File: src/rtl/mips_pkg.sv
// Shared definitions for the multicycle MIPS control path: state encoding,
// instruction field codes and ALU control encodings used by the ALU as well.
package mips_pkg;

    typedef enum logic [3:0] {
        FETCH   = 4'd0,
        DECODE  = 4'd1,
        MEMADR  = 4'd2,
        MEMRD   = 4'd3,
        MEMWB   = 4'd4,
        MEMWR   = 4'd5,
        EXECUTE = 4'd6,
        ALUWB   = 4'd7,
        BRANCH  = 4'd8,
        ADDIEX  = 4'd9,
        ORIEX   = 4'd10,
        IMMWB   = 4'd11,
        JUMP    = 4'd12
    } state_e;

    // Operation class handed to the ALU decoder; FUNCT defers to the R-type funct field.
    typedef enum logic [1:0] {
        ALUOP_ADD   = 2'b00,
        ALUOP_SUB   = 2'b01,
        ALUOP_FUNCT = 2'b10,
        ALUOP_OR    = 2'b11
    } aluop_e;

    localparam logic [5:0] OP_RTYPE = 6'b000000;
    localparam logic [5:0] OP_LW    = 6'b100011;
    localparam logic [5:0] OP_SW    = 6'b101011;
    localparam logic [5:0] OP_BEQ   = 6'b000100;
    localparam logic [5:0] OP_ADDI  = 6'b001000;
    localparam logic [5:0] OP_ORI   = 6'b001101;
    localparam logic [5:0] OP_J     = 6'b000010;

    localparam logic [5:0] FN_ADD = 6'b100000;
    localparam logic [5:0] FN_SUB = 6'b100010;
    localparam logic [5:0] FN_AND = 6'b100100;
    localparam logic [5:0] FN_OR  = 6'b100101;
    localparam logic [5:0] FN_XOR = 6'b100110;
    localparam logic [5:0] FN_SLT = 6'b101010;

    localparam logic [2:0] ALU_AND = 3'b000;
    localparam logic [2:0] ALU_OR  = 3'b001;
    localparam logic [2:0] ALU_ADD = 3'b010;
    localparam logic [2:0] ALU_XOR = 3'b011;
    localparam logic [2:0] ALU_SUB = 3'b110;
    localparam logic [2:0] ALU_SLT = 3'b111;

    function automatic logic opcode_legal(input logic [5:0] op);
        return (op == OP_RTYPE) || (op == OP_LW) || (op == OP_SW) || (op == OP_BEQ) ||
               (op == OP_ADDI) || (op == OP_ORI) || (op == OP_J);
    endfunction

endpackage

File: src/rtl/multicycle_ctrl_if.sv
// Controller <-> datapath bundle: instruction fields and status in, enables,
// selects and ALU control out. The controller is the master end.
interface multicycle_ctrl_if;
    logic [5:0] Opcode;
    logic [5:0] Funct;
    logic       Zero;
    logic       MemReady;
    logic       PcEn;
    logic       IorD;
    logic       MemRead;
    logic       MemWrite;
    logic       IrWrite;
    logic       RegDst;
    logic       MemToReg;
    logic       RegWrite;
    logic       AluSrcA;
    logic [1:0] AluSrcB;
    logic [1:0] PcSrc;
    logic [2:0] AluCtrl;
    logic       IllegalOp;
    logic [3:0] State;

    modport master (
        input  Opcode, Funct, Zero, MemReady,
        output PcEn, IorD, MemRead, MemWrite, IrWrite, RegDst, MemToReg, RegWrite,
               AluSrcA, AluSrcB, PcSrc, AluCtrl, IllegalOp, State
    );

    modport slave (
        output Opcode, Funct, Zero, MemReady,
        input  PcEn, IorD, MemRead, MemWrite, IrWrite, RegDst, MemToReg, RegWrite,
               AluSrcA, AluSrcB, PcSrc, AluCtrl, IllegalOp, State
    );
endinterface

File: src/rtl/alu_decoder.sv
// Maps the controller's operation class plus the R-type funct field onto the
// ALU control code; funct_valid_o flags an unrecognised funct.
module alu_decoder
    import mips_pkg::*;
(
    input  aluop_e     alu_op_i,
    input  logic [5:0] funct_i,
    output logic [2:0] alu_ctrl_o,
    output logic       funct_valid_o
);

    always_comb begin
        alu_ctrl_o    = ALU_ADD;
        funct_valid_o = 1'b1;
        case (alu_op_i)
            ALUOP_ADD: alu_ctrl_o = ALU_ADD;
            ALUOP_SUB: alu_ctrl_o = ALU_SUB;
            ALUOP_OR:  alu_ctrl_o = ALU_OR;
            ALUOP_FUNCT: begin
                case (funct_i)
                    FN_ADD:  alu_ctrl_o = ALU_ADD;
                    FN_SUB:  alu_ctrl_o = ALU_SUB;
                    FN_AND:  alu_ctrl_o = ALU_AND;
                    FN_OR:   alu_ctrl_o = ALU_OR;
                    FN_XOR:  alu_ctrl_o = ALU_XOR;
                    FN_SLT:  alu_ctrl_o = ALU_SLT;
                    default: funct_valid_o = 1'b0;
                endcase
            end
            default: alu_ctrl_o = ALU_ADD;
        endcase
    end

endmodule

File: src/rtl/multicycle_ctrl.sv
// Main control FSM of the multicycle MIPS datapath: sequences each instruction
// through fetch/decode/execute/memory/writeback and drives all datapath controls.
module multicycle_ctrl
    import mips_pkg::*;
#(
    parameter state_e RESET_STATE = FETCH
) (
    input  logic Clk,
    input  logic Rst_n,
    multicycle_ctrl_if.master bus
);

    state_e     state_q, state_d;
    aluop_e     alu_op;
    logic [2:0] alu_ctrl;
    logic       funct_valid;
    logic       pc_write, branch;
    logic       ior_d, mem_read, mem_write, ir_write;
    logic       reg_dst, mem_to_reg, reg_write, alu_src_a, illegal_op;
    logic [1:0] alu_src_b, pc_src;

    alu_decoder u_alu_decoder (
        .alu_op_i      (alu_op),
        .funct_i       (bus.Funct),
        .alu_ctrl_o    (alu_ctrl),
        .funct_valid_o (funct_valid)
    );

    always_ff @(posedge Clk or negedge Rst_n) begin
        if (!Rst_n) state_q <= RESET_STATE;
        else        state_q <= state_d;
    end

    always_comb begin
        state_d = state_q;
        case (state_q)
            FETCH:   if (bus.MemReady) state_d = DECODE;
            DECODE: begin
                case (bus.Opcode)
                    OP_LW, OP_SW: state_d = MEMADR;
                    OP_RTYPE:     state_d = EXECUTE;
                    OP_BEQ:       state_d = BRANCH;
                    OP_ADDI:      state_d = ADDIEX;
                    OP_ORI:       state_d = ORIEX;
                    OP_J:         state_d = JUMP;
                    default:      state_d = FETCH;
                endcase
            end
            MEMADR:  state_d = (bus.Opcode == OP_SW) ? MEMWR : MEMRD;
            MEMRD:   if (bus.MemReady) state_d = MEMWB;
            MEMWR:   if (bus.MemReady) state_d = FETCH;
            EXECUTE: state_d = funct_valid ? ALUWB : FETCH;
            ADDIEX, ORIEX: state_d = IMMWB;
            default: state_d = FETCH;
        endcase
    end

    always_comb begin
        pc_write   = 1'b0;
        branch     = 1'b0;
        ior_d      = 1'b0;
        mem_read   = 1'b0;
        mem_write  = 1'b0;
        ir_write   = 1'b0;
        reg_dst    = 1'b0;
        mem_to_reg = 1'b0;
        reg_write  = 1'b0;
        alu_src_a  = 1'b0;
        alu_src_b  = 2'b00;
        pc_src     = 2'b00;
        alu_op     = ALUOP_ADD;
        illegal_op = 1'b0;
        case (state_q)
            FETCH: begin
                mem_read  = 1'b1;
                alu_src_b = 2'b01;
                ir_write  = bus.MemReady;
                pc_write  = bus.MemReady;
            end
            DECODE: begin
                alu_src_b  = 2'b11;
                illegal_op = !opcode_legal(bus.Opcode);
            end
            MEMADR, ADDIEX: begin
                alu_src_a = 1'b1;
                alu_src_b = 2'b10;
            end
            ORIEX: begin
                alu_src_a = 1'b1;
                alu_src_b = 2'b10;
                alu_op    = ALUOP_OR;
            end
            MEMRD: begin
                ior_d    = 1'b1;
                mem_read = 1'b1;
            end
            MEMWR: begin
                ior_d     = 1'b1;
                mem_write = 1'b1;
            end
            MEMWB: begin
                mem_to_reg = 1'b1;
                reg_write  = 1'b1;
            end
            EXECUTE: begin
                alu_src_a  = 1'b1;
                alu_op     = ALUOP_FUNCT;
                illegal_op = !funct_valid;
            end
            ALUWB: begin
                reg_dst   = 1'b1;
                reg_write = 1'b1;
            end
            IMMWB:  reg_write = 1'b1;
            BRANCH: begin
                alu_src_a = 1'b1;
                alu_op    = ALUOP_SUB;
                pc_src    = 2'b01;
                branch    = 1'b1;
            end
            JUMP: begin
                pc_src   = 2'b10;
                pc_write = 1'b1;
            end
            default: ;
        endcase
        // Reset forces every control quiet at once, before the next clock edge.
        if (!Rst_n) begin
            pc_write   = 1'b0;
            branch     = 1'b0;
            ior_d      = 1'b0;
            mem_read   = 1'b0;
            mem_write  = 1'b0;
            ir_write   = 1'b0;
            reg_dst    = 1'b0;
            mem_to_reg = 1'b0;
            reg_write  = 1'b0;
            alu_src_a  = 1'b0;
            alu_src_b  = 2'b00;
            pc_src     = 2'b00;
            alu_op     = ALUOP_ADD;
            illegal_op = 1'b0;
        end
    end

    assign bus.PcEn      = pc_write | (branch & bus.Zero);
    assign bus.IorD      = ior_d;
    assign bus.MemRead   = mem_read;
    assign bus.MemWrite  = mem_write;
    assign bus.IrWrite   = ir_write;
    assign bus.RegDst    = reg_dst;
    assign bus.MemToReg  = mem_to_reg;
    assign bus.RegWrite  = reg_write;
    assign bus.AluSrcA   = alu_src_a;
    assign bus.AluSrcB   = alu_src_b;
    assign bus.PcSrc     = pc_src;
    assign bus.AluCtrl   = alu_ctrl;
    assign bus.IllegalOp = illegal_op;
    assign bus.State     = state_q;

endmodule

File: src/flat_wrapper.sv
// flat-port wrapper written by rule: the top's interface ports become plain ports
module multicycle_ctrl_flat import mips_pkg::*;
#(
    parameter state_e RESET_STATE = FETCH
)
  (Clk, Rst_n, bus_Opcode, bus_Funct, bus_Zero, bus_MemReady, bus_PcEn, bus_IorD, bus_MemRead, bus_MemWrite, bus_IrWrite, bus_RegDst, bus_MemToReg, bus_RegWrite, bus_AluSrcA, bus_AluSrcB, bus_PcSrc, bus_AluCtrl, bus_IllegalOp, bus_State);
  multicycle_ctrl_if bus_i ();
  input  logic Clk;
  input  logic Rst_n;
  input wire logic [$bits(bus_i.Opcode)-1:0] bus_Opcode;
  input wire logic [$bits(bus_i.Funct)-1:0] bus_Funct;
  input wire logic [$bits(bus_i.Zero)-1:0] bus_Zero;
  input wire logic [$bits(bus_i.MemReady)-1:0] bus_MemReady;
  output wire logic [$bits(bus_i.PcEn)-1:0] bus_PcEn;
  output wire logic [$bits(bus_i.IorD)-1:0] bus_IorD;
  output wire logic [$bits(bus_i.MemRead)-1:0] bus_MemRead;
  output wire logic [$bits(bus_i.MemWrite)-1:0] bus_MemWrite;
  output wire logic [$bits(bus_i.IrWrite)-1:0] bus_IrWrite;
  output wire logic [$bits(bus_i.RegDst)-1:0] bus_RegDst;
  output wire logic [$bits(bus_i.MemToReg)-1:0] bus_MemToReg;
  output wire logic [$bits(bus_i.RegWrite)-1:0] bus_RegWrite;
  output wire logic [$bits(bus_i.AluSrcA)-1:0] bus_AluSrcA;
  output wire logic [$bits(bus_i.AluSrcB)-1:0] bus_AluSrcB;
  output wire logic [$bits(bus_i.PcSrc)-1:0] bus_PcSrc;
  output wire logic [$bits(bus_i.AluCtrl)-1:0] bus_AluCtrl;
  output wire logic [$bits(bus_i.IllegalOp)-1:0] bus_IllegalOp;
  output wire logic [$bits(bus_i.State)-1:0] bus_State;
  assign bus_i.Opcode = bus_Opcode;
  assign bus_i.Funct = bus_Funct;
  assign bus_i.Zero = bus_Zero;
  assign bus_i.MemReady = bus_MemReady;
  assign bus_PcEn = bus_i.PcEn;
  assign bus_IorD = bus_i.IorD;
  assign bus_MemRead = bus_i.MemRead;
  assign bus_MemWrite = bus_i.MemWrite;
  assign bus_IrWrite = bus_i.IrWrite;
  assign bus_RegDst = bus_i.RegDst;
  assign bus_MemToReg = bus_i.MemToReg;
  assign bus_RegWrite = bus_i.RegWrite;
  assign bus_AluSrcA = bus_i.AluSrcA;
  assign bus_AluSrcB = bus_i.AluSrcB;
  assign bus_PcSrc = bus_i.PcSrc;
  assign bus_AluCtrl = bus_i.AluCtrl;
  assign bus_IllegalOp = bus_i.IllegalOp;
  assign bus_State = bus_i.State;
  multicycle_ctrl #(.RESET_STATE(RESET_STATE)) u_core (.Clk(Clk), .Rst_n(Rst_n), .bus(bus_i));
endmodule
File: config.mk
export PLATFORM = sky130hd
export DESIGN_NAME = multicycle_ctrl_flat
export DESIGN_NICKNAME = d
export VERILOG_FILES = /design/src/rtl/mips_pkg.sv /design/src/rtl/multicycle_ctrl_if.sv /design/src/rtl/alu_decoder.sv /design/src/rtl/multicycle_ctrl.sv /design/src/flat_wrapper.sv
export SDC_FILE = /design/constraint.sdc
export NUM_CORES = 1
export LEC_CHECK = 0
export BUFFER_PORTS_ARGS = -buffer_cell sky130_fd_sc_hd__buf_2
export CAP_MARGIN = 5
export CORE_MARGIN = 1
export CORE_UTILIZATION = 45
export CTS_CLUSTER_SIZE = 8
export DETAILED_ROUTE_END_ITERATION = 10
export GPL_ROUTABILITY_DRIVEN = 0
export PLACE_DENSITY = 0.9
export REMOVE_ABC_BUFFERS = 1
export SLEW_MARGIN = 20
export SYNTH_ARGS = -nofsm -noshare
export SYNTH_HDL_FRONTEND = slang
export SYNTH_SLANG_ARGS = --single-unit
File: constraint.sdc
create_clock -name Clk -period 3.2 [get_ports Clk]
set_clock_uncertainty 0.1 [all_clocks]
set_input_delay 0.16 -clock Clk [delete_from_list [all_inputs] [get_ports Clk]]
set_output_delay 0.16 -clock Clk [all_outputs]
set_load 0.03 [all_outputs]
Word level (Yosys, flattened, before mapping):

Cells that the tools add are included.

* reductions and logical operators: 20
* bitwise operators: 2
* eq/ne operators: 30
* multiplexer cells: 39

Operators with widths (count)
* 6-bit == test (second input constant): 8
* 4-bit one-hot mux with 7 select lines: 1
* 4-bit one-hot mux with 6 select lines: 1
* 1-bit two-way mux: 22
* 4-bit == test (second input constant): 5
* 4-bit by 3-bit == test with 1-bit output (second input constant): 4
* 3-bit one-hot mux with 5 select lines: 1
* 6-bit by 4-bit == test with 1-bit output (second input constant): 2
* 4-bit two-way mux: 3
* 2-bit one-hot mux with 3 select lines: 2
* 3-bit one-hot mux with 4 select lines: 1
* 4-bit by 2-bit == test with 1-bit output (second input constant): 2
* 2-bit OR reduction: 4
* 6-bit by 2-bit == test with 1-bit output (second input constant): 1
* 6-bit by 3-bit == test with 1-bit output (second input constant): 1
* 6-bit zero test: 1
* 1-bit logical OR: 6
* 2-bit two-way mux: 3
* 3-bit two-way mux: 2
* 2-bit inequality test (second input constant): 3
* 3-bit OR reduction: 2
* 6-bit OR reduction: 1
* 5-bit OR reduction: 1
* 2-bit == test (second input constant): 2
* other kinds (10): 12

* word-level logic and storage cells: 92
* bits of input ports: 16
* register bits after elaboration: 4

Logic depth before layout (Yosys ltp):

* depth in word-level cells: 10
* mapped depth: 6

Modules after synthesis:

Synthesis repeated with hierarchy kept, for this count alone.

* cells, all modules: 107
* area total of the unflattened synthesis: 768.2 µm²

Modules (own cells, without submodules)
* multicycle_ctrl: instances 1, seq. area each 100.1 µm², area an instance 649.4 µm², cells an instance 94
* alu_decoder: instances 1, seq. area each 0.0 µm², area an instance 118.9 µm², cells an instance 13

Worst setup path after synthesis:

Ideal clock, no wire load.

* path kind: flip-flop to output port
* from: reg u_core.state_q[3], in the netlist u_core.bus.State[3]
* to: out bus_MemRead
* slack: 0.898 ns
* cell stages (with the launch flop): 4
* buffers on the path: 1
* required time: 2.940 ns
* arrival: 2.042 ns
* path through: dfrtp_1 clkbuf_1 or2_2 nor4_1

* word-level cells in the longest chain between the ends: 4

RTL lines
* from (decl): line multicycle_ctrl.sv:13 `state_e state_q, state_d;`
* from (signal assigned): line multicycle_ctrl.sv:31 `else state_q <= state_d;`
* 4-bit by 2-bit == test with 1-bit output or 4-bit zero test (tied branches): line multicycle_ctrl.sv:73 `case (state_q)`
* 2-bit OR reduction (no line) (*)
* 1-bit two-way mux (*): line multicycle_ctrl.sv:73
* 1-bit two-way mux (*): line multicycle_ctrl.sv:128 `if (!Rst_n) begin`
* to (decl): line flat_wrapper.sv:16 `output wire logic [$bits(bus_i.MemRead)-1:0] bus_MemRead;`

Every way passes the cells marked *; elsewhere a longest branch is shown, timed or not.

Worst setup path after layout:

* from: reg u_core.state_q[1], in the netlist u_core.bus.State[1]
* to: out bus_IllegalOp

* word-level cells in the longest chain between the ends: 8

RTL lines
* 4-bit == test or 4-bit by 3-bit == test with 1-bit output (tied branches): line multicycle_ctrl.sv:73
* 2-bit one-hot mux with 3 select lines: line multicycle_ctrl.sv:73
* 2-bit two-way mux: line multicycle_ctrl.sv:128
* 2-bit == test: line alu_decoder.sv:15 `case (alu_op_i)`
* 1-bit two-way mux: line alu_decoder.sv:15
* 1-bit zero test: line multicycle_ctrl.sv:108 `illegal_op = !funct_valid;`
* 1-bit one-hot mux with 2 select lines (*): line multicycle_ctrl.sv:73
* 1-bit two-way mux (*): line multicycle_ctrl.sv:128
* to (decl): line flat_wrapper.sv:26 `output wire logic [$bits(bus_i.IllegalOp)-1:0] bus_IllegalOp;`

Marks and branches as above.

==> results.sh <==
export IMPL_run_status="completed"
export IMPL_yosys_area_top_type="dfrtp_1"
export IMPL_critical_path_class="register to primary output"
export IMPL_overflow=0
export IMPL_drive_above_1_share=0.324
export IMPL_die_area_sq_um=1830
export IMPL_ir_drop_uv=360
export IMPL_antenna_found_initial=0
export IMPL_synth_most_common_cell="nor2_1"
export IMPL_max_stage_delay_ps=670
export IMPL_regArea_sq_um=100
export IMPL_tightestPinTransition_ps=633
export IMPL_start_util=0.492
export IMPL_cp_max_fo=19
export IMPL_setup_viol=0
export IMPL_netlist_top_cells_count="nor2_1 (12), a21oi_1 (8), nand2_1 (7), nand2b_1 (7)"
export IMPL_reg2reg_depth=3
export IMPL_hold_class="primary input to async pin"
export IMPL_required_ps=2940
export IMPL_max_slew_margin=0.572
export IMPL_numCtsBuffers=3
export IMPL_setup_tns_ps=0
export IMPL_yosys_top_cells_area="dfrtp_1 (13%), nor2_1 (6.0%), nand2b_1 (5.8%)"
export IMPL_maxSlewViolCount=0
export IMPL_p_leak_nw=0.423
export IMPL_placed_area_sq_um=906
export IMPL_dp_hpwl_um=1680
export IMPL_rr_endpoint="u_core.bus.State[0]$_DFFE_PN0P_"
export IMPL_core_sq_um=1520
export IMPL_grt_pass1_vias=824
export IMPL_fp_row_count=14
export IMPL_cts_buffer_depth=2
export IMPL_netlist_area_sq_um=749
export IMPL_finalWorstSetupSlack_ps=765
export IMPL_hold_viol=0
export IMPL_synth_seq_cells=4
export IMPL_wirelength_um=2180
export IMPL_fin_area_sq_um=938
export IMPL_diodes=0
export IMPL_cts_resized=0
export IMPL_avgSynthCellArea_sq_um=7.07
export IMPL_synth_seq_area_share=0.134
export IMPL_viasPerCell=6.03
export IMPL_synth_edf_count=0
export IMPL_crit_chain="nor2b_1 > nand2_1 > or3_1 > a21oi_1 > buf_2"
export IMPL_die_w_um=42.8
export IMPL_clk_pin_slew_ps=40
export IMPL_multi_input_area_sq_um=594
export IMPL_portBuffers=36
export IMPL_largest_reg_flops=4
export IMPL_grt_pass1_wl_um=3620
export IMPL_insertion_delay_ps=220
export IMPL_ys_warn_count=0
export IMPL_fin_crit_sh=0.761
export IMPL_timing_fmax_ghz=0.411
export IMPL_drv_cap=0
export IMPL_htreeDepth=1
export IMPL_post_drt_wl_per_cell_um=14.1
export IMPL_num_vias=935
export IMPL_worstPathArrival_ps=2180
export IMPL_dp_cells=151
export IMPL_clockRootBuffer="clkbuf_4"
export IMPL_fin_nets=157
export IMPL_min_period_ps=2440
export IMPL_cts_setup_buffers=0
export IMPL_area_growth_syn_to_layout_pct=25.2
export IMPL_nFillCells=158
export IMPL_grt_use_total=0.247
export IMPL_critPathLaunchType="register"
export IMPL_ant_nets=0
export IMPL_ys_flop_type="dfrtp_1"
export IMPL_drc=0
export IMPL_die_h_um=42.8
export IMPL_synthArstFlopShare=1.00
export IMPL_synth_top_cell_area_share=0.134
export IMPL_timing_rr_start="u_core.bus.State[1]$_DFFE_PN0P_"
export IMPL_crit_slowest_cell="dfrtp_1"
export IMPL_cts_tree="yes"
export IMPL_rsz0062_at_grt="no"
export IMPL_cts_sinks=4
export IMPL_pre_cts_slack_ps=1040
export IMPL_cts_hold_buf=1
export IMPL_reg2reg_slack_ps=1230
export IMPL_grt_max_degree=20
export IMPL_yosysUniqueCellTypes=42
export IMPL_power_density_nw_per_um2=755
export IMPL_synthCells=106
export IMPL_end_kind="primary output"
export IMPL_design_portCount=37
export IMPL_drt_pass1_iter_count=4
export IMPL_drt_iter0_markers=35
export IMPL_stdcell_count=155
==> per-layer routing <==
| metal | routed length, um | track usage |
|---|---|---|
| met5 | 0 | 0 |
| met4 | 17 | 0.0563 |
| met3 | 149 | 0.00426 |
| met2 | 1070 | 0.424 |
| met1 | 944 | 0.341 |
==> power by group <==
part           switching [mW]  internal [mW]  total [mW]  leakage (nW)
Clock                  0.0166         0.0417      0.0582        0.0138
Sequential             0.0893         0.0710       0.160        0.0517
Combinational           0.311          0.179       0.490         0.357
Total                   0.417          0.291       0.709         0.423
==> cells by family (layout without fill, tap and decap cells) <==
family	count (synthesis)	count (layout)	synth area share
xor gates and xnor gates	3	3	0.0351
AOI/OAI and AO/OA	33	33	0.321
DFF	4	4	0.134
and+or+nand+nor	56	56	0.437
buffers and inverters	10	43	0.0735
==> worst max-delay path by stage <==
stage,start,end,slack (ps),cells after the start
3_5_place_dp,u_core.bus.State[1]$_DFFE_PN0P_,bus_IllegalOp,1040,5
6_report,u_core.bus.State[1]$_DFFE_PN0P_,bus_IllegalOp,760,5
3_3_place_gp,u_core.bus.State[1]$_DFFE_PN0P_,bus_IllegalOp,1120,5
4_1_cts,u_core.bus.State[1]$_DFFE_PN0P_,bus_IllegalOp,780,5
5_1_grt,u_core.bus.State[1]$_DFFE_PN0P_,bus_IllegalOp,540,5
2_1_floorplan,u_core.bus.State[1]$_DFFE_PN0P_,bus_IllegalOp,890,4
==> final cells by class <==
cell class | count | share of cell area
Clock buffer | 3 | 0.0240
Inverter | 3 | 0.0120
Multi-Input combinational cell | 92 | 0.633
Sequential cell | 4 | 0.107
Tap cell | 16 | 0.0213
Timing Repair Buffer | 37 | 0.203
==> through the flow <==
stage / total power, mW / hold WS [ps] / utilization
detailed placement: 0.645 / -91.7 / 0.594
floorplan: 0.500 / -236 / -
CTS: 0.708 / 206 / 0.616
global route: 0.760 / 249 / 0.616
global placement: 0.624 / -94.9 / 0.594
finish: 0.709 / 216 / 0.616
==> cell usage in the layout (no fill, tap or decap), drive strengths merged, types with 3 or more instances in the layout <==
cell     n
a21oi    8
nand2b   7
nor2    12
dfrtp    4
nor2b    5
nor3     5
or3      3
inv      3
clkbuf   3
nand3    4
o21ai    6
nand2    7
a211oi   3
buf     36
o311ai   4
==> critical path, delay by kind of cell, from the launching register on <==
kind	cells	cell delay, ps
flip-flops	1	670
AND/OR/NAND/NOR	3	930
buffers and inverters	1	210
AO/OA/AOI/OAI	1	140
(Power assumes the default switching activity.)
